--- src/rtl/l2c_cmd_queue.sv ---
`default_nettype none
// ============================================================================
// Module   : l2c_cmd_queue
// Purpose  : Command input queue in front of the L2 cache controller core.
//            Buffers trace commands in a small FIFO and presents the head
//            entry first-word-fall-through, split into tag/index/offset and
//            classified as snoop or maintenance. Illegal command codes are
//            accepted, dropped and counted.
// Revision : 1.0 - initial release
// ----------------------------------------------------------------------------
// Ports
//   clk          in   clock, rising edge
//   rst_n        in   asynchronous active-low reset
//   in_valid     in   upstream command valid
//   in_ready     out  queue can accept a command (occupancy < DEPTH)
//   in_cmd       in   command code (0-6, 8, 9 legal)
//   in_addr      in   physical address
//   out_valid    out  head entry valid
//   out_ready    in   controller consumes head entry
//   out_cmd      out  head command code
//   out_tag      out  head address tag
//   out_index    out  head address set index
//   out_offset   out  head address line offset
//   out_is_snoop out  head command is 3..6
//   out_is_maint out  head command is 8 or 9
//   err_illegal  out  one-cycle pulse after an illegal command is dropped
//   drop_cnt     out  saturating count of dropped commands
//   occupancy    out  number of valid entries
// ============================================================================
module l2c_cmd_queue #(
  parameter int DEPTH     = 4,
  parameter int PA_BITS   = 32,
  parameter int LINE_ADDR = 6,
  parameter int INDEX_LEN = 14,
  parameter int TAG_LEN   = PA_BITS - INDEX_LEN - LINE_ADDR
) (
  input  logic                       clk,
  input  logic                       rst_n,
  input  logic                       in_valid,
  output logic                       in_ready,
  input  logic [3:0]                 in_cmd,
  input  logic [PA_BITS-1:0]         in_addr,
  output logic                       out_valid,
  input  logic                       out_ready,
  output logic [3:0]                 out_cmd,
  output logic [TAG_LEN-1:0]         out_tag,
  output logic [INDEX_LEN-1:0]       out_index,
  output logic [LINE_ADDR-1:0]       out_offset,
  output logic                       out_is_snoop,
  output logic                       out_is_maint,
  output logic                       err_illegal,
  output logic [15:0]                drop_cnt,
  output logic [$clog2(DEPTH):0]     occupancy
);

  localparam int PTR_W = $clog2(DEPTH);
  localparam int OCC_W = PTR_W + 1;

  localparam logic [OCC_W-1:0] C_DEPTH   = OCC_W'(DEPTH);
  localparam logic [OCC_W-1:0] C_OCC_ONE = OCC_W'(1);
  localparam logic [PTR_W-1:0] C_PTR_ONE = PTR_W'(1);
  localparam logic [15:0]      C_CNT_MAX = 16'hFFFF;

  logic [3:0]         r_mem_cmd  [DEPTH];
  logic [PA_BITS-1:0] r_mem_addr [DEPTH];

  logic [PTR_W-1:0]   r_rd_ptr;
  logic [PTR_W-1:0]   r_wr_ptr;
  logic [OCC_W-1:0]   r_occ;
  logic               r_err;
  logic [15:0]        r_drop_cnt;

  logic               w_legal;
  logic               w_push;
  logic               w_push_legal;
  logic               w_push_illegal;
  logic               w_pop;
  logic [3:0]         w_head_cmd;
  logic [PA_BITS-1:0] w_head_addr;

  // Ready depends only on registered occupancy, so a full queue stays
  // not-ready during the cycle it is popped.
  assign in_ready  = (r_occ < C_DEPTH);
  assign out_valid = (r_occ != '0);

  assign w_legal        = (in_cmd <= 4'd6) || (in_cmd == 4'd8) || (in_cmd == 4'd9);
  assign w_push         = in_valid & in_ready;
  assign w_push_legal   = w_push & w_legal;
  assign w_push_illegal = w_push & ~w_legal;
  assign w_pop          = out_valid & out_ready;

  // Storage needs no reset: entries are only observed while counted valid.
  always_ff @(posedge clk) begin
    if (w_push_legal) begin
      r_mem_cmd[r_wr_ptr]  <= in_cmd;
      r_mem_addr[r_wr_ptr] <= in_addr;
    end
  end

  always_ff @(posedge clk or negedge rst_n) begin
    if (!rst_n) begin
      r_rd_ptr   <= '0;
      r_wr_ptr   <= '0;
      r_occ      <= '0;
      r_err      <= 1'b0;
      r_drop_cnt <= '0;
    end else begin
      if (w_push_legal) begin
        r_wr_ptr <= r_wr_ptr + C_PTR_ONE;
      end
      if (w_pop) begin
        r_rd_ptr <= r_rd_ptr + C_PTR_ONE;
      end
      case ({w_push_legal, w_pop})
        2'b10:   r_occ <= r_occ + C_OCC_ONE;
        2'b01:   r_occ <= r_occ - C_OCC_ONE;
        default: r_occ <= r_occ;
      endcase
      r_err <= w_push_illegal;
      if (w_push_illegal && (r_drop_cnt != C_CNT_MAX)) begin
        r_drop_cnt <= r_drop_cnt + 16'd1;
      end
    end
  end

  assign w_head_cmd  = r_mem_cmd[r_rd_ptr];
  assign w_head_addr = r_mem_addr[r_rd_ptr];

  // Head fields are forced to zero when nothing is queued so stale storage
  // never leaks onto the controller interface.
  always_comb begin
    out_cmd      = '0;
    out_tag      = '0;
    out_index    = '0;
    out_offset   = '0;
    out_is_snoop = 1'b0;
    out_is_maint = 1'b0;
    if (out_valid) begin
      out_cmd      = w_head_cmd;
      out_tag      = w_head_addr[PA_BITS-1 -: TAG_LEN];
      out_index    = w_head_addr[LINE_ADDR +: INDEX_LEN];
      out_offset   = w_head_addr[LINE_ADDR-1:0];
      out_is_snoop = (w_head_cmd >= 4'd3) && (w_head_cmd <= 4'd6);
      out_is_maint = (w_head_cmd == 4'd8) || (w_head_cmd == 4'd9);
    end
  end

  assign err_illegal = r_err;
  assign drop_cnt    = r_drop_cnt;
  assign occupancy   = r_occ;

endmodule
`default_nettype wire

--- config.mk ---
export PLATFORM = sky130hd
export DESIGN_NAME = l2c_cmd_queue
export DESIGN_NICKNAME = d
export VERILOG_FILES = /design/src/rtl/l2c_cmd_queue.sv
export SDC_FILE = /design/constraint.sdc
export NUM_CORES = 1
export LEC_CHECK = 0
export CORE_MARGIN = 1.5
export CORE_UTILIZATION = 35
export CTS_CLUSTER_DIAMETER = 50
export DETAILED_ROUTE_END_ITERATION = 10
export GPL_ROUTABILITY_DRIVEN = 0
export SYNTH_ARGS = -nofsm -noshare
export SYNTH_HDL_FRONTEND = slang
export SYNTH_SLANG_ARGS = --single-unit
--- constraint.sdc ---
create_clock -name clk -period 5.8 [get_ports clk]
set_input_delay 0.87 -clock clk [delete_from_list [all_inputs] [get_ports clk]]
set_output_delay 0.87 -clock clk [all_outputs]
set_load 0.01 [all_outputs]
### Word level (Yosys, flattened, before mapping)

Memories as Yosys holds them, arrays and structs flattened.
Index checks and enable logic that the tools add are counted.

* bits in registers: 24
* RAM bits: 144
* input bits: 40
* output and inout bits: 60
* word-level logic and storage cells: 44
* memories: 2

* add/subtract/negate cells: 5
* $lt $le $gt $ge: 4
* eq/ne operators: 7
* muxes and demuxes: 9
* bitwise logic cells: 5
* reductions and logical operators: 7

Memories
* r_mem_addr: depth 4, bits a word 32, rd ports 1, clocked after Yosys merged registers in 0, write ports 1, RTL line 65 `logic [PA_BITS-1:0] r_mem_addr [DEPTH];`
* r_mem_cmd: depth 4, bits a word 4, rd ports 1, clocked after Yosys merged registers in 0, write ports 1, RTL line 64 `logic [3:0] r_mem_cmd [DEPTH];`

Operator list (count)
* $add 16x1->16 const B: 1
* $eq 4x4->1 const B: 4
* $ne 16x16->1 const B: 1
* $mux 14: 1
* $mux 12: 1
* $le 4x3->1 const B: 2
* $mux 6: 1
* $pmux 3 s2: 1
* $add 2x1->2 const B: 2
* $and 1x1->1: 4
* $ge 4x2->1 const B: 1
* $mux 1: 4
* $mux 4: 1
* $add 3x1->3 const B: 1
* $logic_or 1x1->1: 3
* $lt 3x3->1 const B: 1
* $reduce_bool 3->1: 1
* $sub 3x1->3 const B: 1
* $eq 2x1->1 const B: 1
* $eq 2x2->1 const B: 1
* $logic_and 1x1->1: 2
* $reduce_bool 2->1: 1
* $not 1->1: 1

### Depth between registers and ports, before layout

* depth after elaboration: 6
* gate-level depth with buffers: 10
* gate-level depth less buffers: 10

### Least setup slack after synthesis

Ideal clock, no wire load.

* kind: input to register
* start: input port in_cmd[2]
* end: memory r_mem_addr[0][0], enable pin
* setup time: 0.397 ns
* arrival: 2.177 ns
* data required time: 5.403 ns
* setup slack: 3.226 ns
* cell stages on the path: 3
* path buffers: 0
* cell sequence: and3_1 nor2_1 and3_1

* longest elaborated chain between the ends: 6
* elaborated cells between the ends (all ways): 8
* those cells by class: 1 x order compare; 2 x eq/ne; 2 x mux; 1 x bitwise; 2 x reduce/logical

Ends and longest elaborated chain
* from (decl): RTL line 41 `input logic [3:0] in_cmd,`
* $le 4x3->1 / $eq 4x4->1 (equally long branches): RTL line 86 `assign w_legal = (in_cmd <= 4'd6) || (in_cmd == 4'd8) || (in_cmd == 4'd9);`
* $logic_or 1x1->1: RTL line 86
* $logic_or 1x1->1 (*): RTL line 86
* $and 1x1->1 (*): RTL line 88 `assign w_push_legal = w_push & w_legal;`
* $mux 1 (*): RTL line 94 `if (w_push_legal) begin`
* $mux 1 (implied by the code) (*): RTL line 96 `r_mem_addr[r_wr_ptr] <= in_addr;`
* to (decl): RTL line 65

Mark *: on every way between the ends. The rest lies on a longest branch, timed or not.

### Worst setup path after layout

* start: register r_rd_ptr[1]
* end: output port out_is_snoop

* longest elaborated chain between the ends: 4
* elaborated cells between the ends (all ways): 5
* those cells by class: 2 x order compare; 1 x mux; 1 x reduce/logical; 1 x memory

Ends and longest elaborated chain
* from (decl): RTL line 67 `logic [PTR_W-1:0] r_rd_ptr;`
* from (signal assigned): RTL line 112 `r_rd_ptr <= r_rd_ptr + C_PTR_ONE;`
* $mem_v2 4x4 (*)
* $ge 4x2->1 / $le 4x3->1 (equally long branches): RTL line 143 `out_is_snoop = (w_head_cmd >= 4'd3) && (w_head_cmd <= 4'd6);`
* $logic_and 1x1->1 (*): RTL line 143
* $mux 1 (*): RTL line 138 `if (out_valid) begin`
* to (decl): RTL line 49 `output logic out_is_snoop,`

Marks and branches as above.

==> impl_metrics.tcl <==
set metrics [dict create \
    grt_max_degree 39 \
    yosys-top-cells-area "edfxtp_1 64%, mux4_2 12%, dfrtp_1 8.9%" \
    total_power_uw 4004 \
    wl_met1_um 5867 \
    htree_levels 4 \
    synth.avg_cell_area_um2 19.18 \
    synth_top_area_cell "edfxtp_1" \
    place_ws_ns 2.394 \
    drc 0 \
    powerDensity_nw_per_um2 465.8 \
    crit_path_end_kind "output pin" \
    dr_wl_met3_um 758 \
    cpPeakStageDelay_ns 0.99 \
    critPathMaxFanout 37 \
    fin_setup_tns_ns 0 \
    initial_utilization 0.3586 \
    layout_min_cycle_time_ns 3.779 \
    synth_common_cells "144 x edfxtp_1, 39 x and2_1, 36 x mux4_2, 24 x dfrtp_1, 15 x xor2_1" \
    dr.pass1.iters 4 \
    ys_seq_area_frac 0.7293 \
    max_freq_ghz 0.2646 \
    fillers 1632 \
    crit_required_ns 4.93 \
    cts_max_path_buffers 2 \
    vdd_drop_max_mv 0.1953 \
    rows 50 \
    clock_sinks 168 \
    yosysMostFrequentCell "edfxtp_1" \
    netlist_instances 352 \
    status "completed" \
    rsz0062_at_grt "false" \
    post_cts_buffers 0 \
    setup_ws_ns 2.021 \
    netlist_area_um2 6753 \
    portBuffers 99 \
    cts_tree "yes" \
    grt_pass1_wl_um 20580 \
    grtUsageTotal 0.1377 \
    worstHoldPathType "reg2reg" \
    finalHoldViolCount 0 \
    ys_warn_count 0 \
    slew_viol_final 0 \
    p_leak_uw 0.002965 \
    antenna_cells 0 \
    dr_total_vias 3522 \
    slowest_stage "dfrtp_2" \
    wirelength_um 13050 \
    final_layout_size_suffix_gt1_frac 0.1822 \
    cts_buffers 17 \
    wl_met2_um 6327 \
    wl_per_cell_um 17.83 \
    dieArea_um2 20140 \
    root_buffer "clkbuf_16" \
    clk_latency_ns 0.42 \
    post-route-util 0.4565 \
    cp_cell_sequence "mux4_2 > xor2_1 > a311oi_1 > clkdlybuf4s50_1" \
    max-cap-violations 0 \
    vias_per_cell 4.811 \
    yosysTopAreaCellShare 0.6404 \
    path_class "reg2out" \
    multi_input_area_um2 1735 \
    die_h_um 141.9 \
    finalCritPeriodShare 0.6515 \
    nets 506 \
    synth_nets 399 \
    setup_viol 0 \
    ys_types 37 \
    clk_pin_slew_worst_paths_ns 0.06 \
    synth_seq_cells 168 \
    worstPathArrival_ns 2.91 \
    synth_edf_count 144 \
    core_area_um2 18830 \
    clock_skew_ns 0.008592 \
    ctsResizeCount 0 \
    antenna_found_initial 0 \
    ys.flop_type "edfxtp_1" \
    relSlewSlack 0.2694 \
    top_layer_used "met4" \
    ys_async_sr_fraction 0.1429 \
    grt_pass1_vias 3775 \
    area.growth.synth_to_final_pct 27.29 \
    die_x_um 141.9 \
    start_kind "flip-flop" \
    io_pins 100 \
    seqCellArea_um2 4927 \
    postCtsHoldBufs 0 \
    stdcell_count 732 \
    final_antenna_net_count 0 \
    drt-initial-drc-count 214 \
    grt_overflow_total 0 \
    post-place-cells 700 \
    worst-slew-pin-transition_ns 1.093 \
    dpl.hpwl_um 7888 \
]
==> power breakdown <==
group	internal (uW)	leakage, uW	total, uW	switching, uW
logic	786	0.00108	1330	543
registers	1450	0.00160	1600	146
clock network	605	0.000283	1080	474
total	2840	0.00297	4000	1160
==> per-stage QoR <==
| stage | hold slack [ns] | instance area (um2) |
|---|---|---|
| finish | 0.4989 | 8596 |
| global route | 0.5269 | 8596 |
| CTS | 0.5027 | 8596 |
| detailed placement | 0.4874 | 8028 |
| global placement | 0.4790 | 8028 |
| floorplan | 0.5217 | 6753 |
==> cell families after synthesis <==
group | Yosys count | share of synthesized area
AOI/OAI and AO/OA | 4 | 0.004447
xor gates and xnor gates | 20 | 0.02594
adders and majority gates | 7 | 0.01408
buffers and inverters | 22 | 0.01445
DFF | 168 | 0.7293
muxes | 41 | 0.1288
and+or+nand+nor | 90 | 0.08301
==> flip-flops by register name, summed over array words and instances, names as in the netlist <==
signal and flops:
r_wr_ptr 2, err_illegal 1, r_rd_ptr 2, drop_cnt 16, r_mem_addr 128, occupancy 3, r_mem_cmd 16
==> cell type report <==
cell class	instances	area share
inverters	9	0.003930
repair buffers	101	0.1170
multi-input cells	162	0.2019
well taps	260	0.03785
flip-flops and latches	168	0.5732
clock inverters	14	0.01616
clock buffers	18	0.04993
==> layer usage <==
layer | GRT usage | vias up
met2 | 0.2244 | 110
met5 | 0 | -
met1 | 0.1765 | 1810
met3 | 0.04489 | 9
met4 | 0.04069 | 0
li1 | - | 1593
==> layout by cell type (no fill, tap or decap), types with 6 or more instances in the layout <==
| cell | Yosys | final |
|---|---|---|
| edfxtp_1 | 144 | 144 |
| clkdlybuf4s50_1 | 0 | 99 |
| and2_1 | 39 | 39 |
| mux4_2 | 36 | 36 |
| dfrtp_1 | 24 | 22 |
| clkbuf_16 | 0 | 17 |
| xor2_1 | 15 | 15 |
| nand2_1 | 11 | 11 |
| inv_1 | 9 | 9 |
| nor4_1 | 6 | 6 |
| nor3_1 | 6 | 6 |
| ha_1 | 6 | 6 |
==> worst max-delay path: cells and delay by family, from the launching register on <==
family / cells / cell delay [ns]
xor gates and xnor gates: 1 / 0.19
AOI/OAI and AO/OA: 1 / 0.22
DFF: 1 / 0.99
muxes: 1 / 0.45
buffers and inverters: 1 / 0.64
==> worst paths after layout <==
path	start	endpoint	slack (ns)	cells after the start
hold / removal	drop_cnt[15]	drop_cnt[15]	0.50	1
setup reg to reg	occupancy[2]	occupancy[2]	3.53	9
max in group asynchronous	rst_n	r_rd_ptr[1]	4.02	1
hold reg to reg	drop_cnt[15]	drop_cnt[15]	0.50	1
setup / recovery	r_rd_ptr[1]	out_is_snoop	2.02	4
min in group asynchronous	rst_n	drop_cnt[15]	1.05	1
Note: power is estimated with default switching activity, not from simulation.
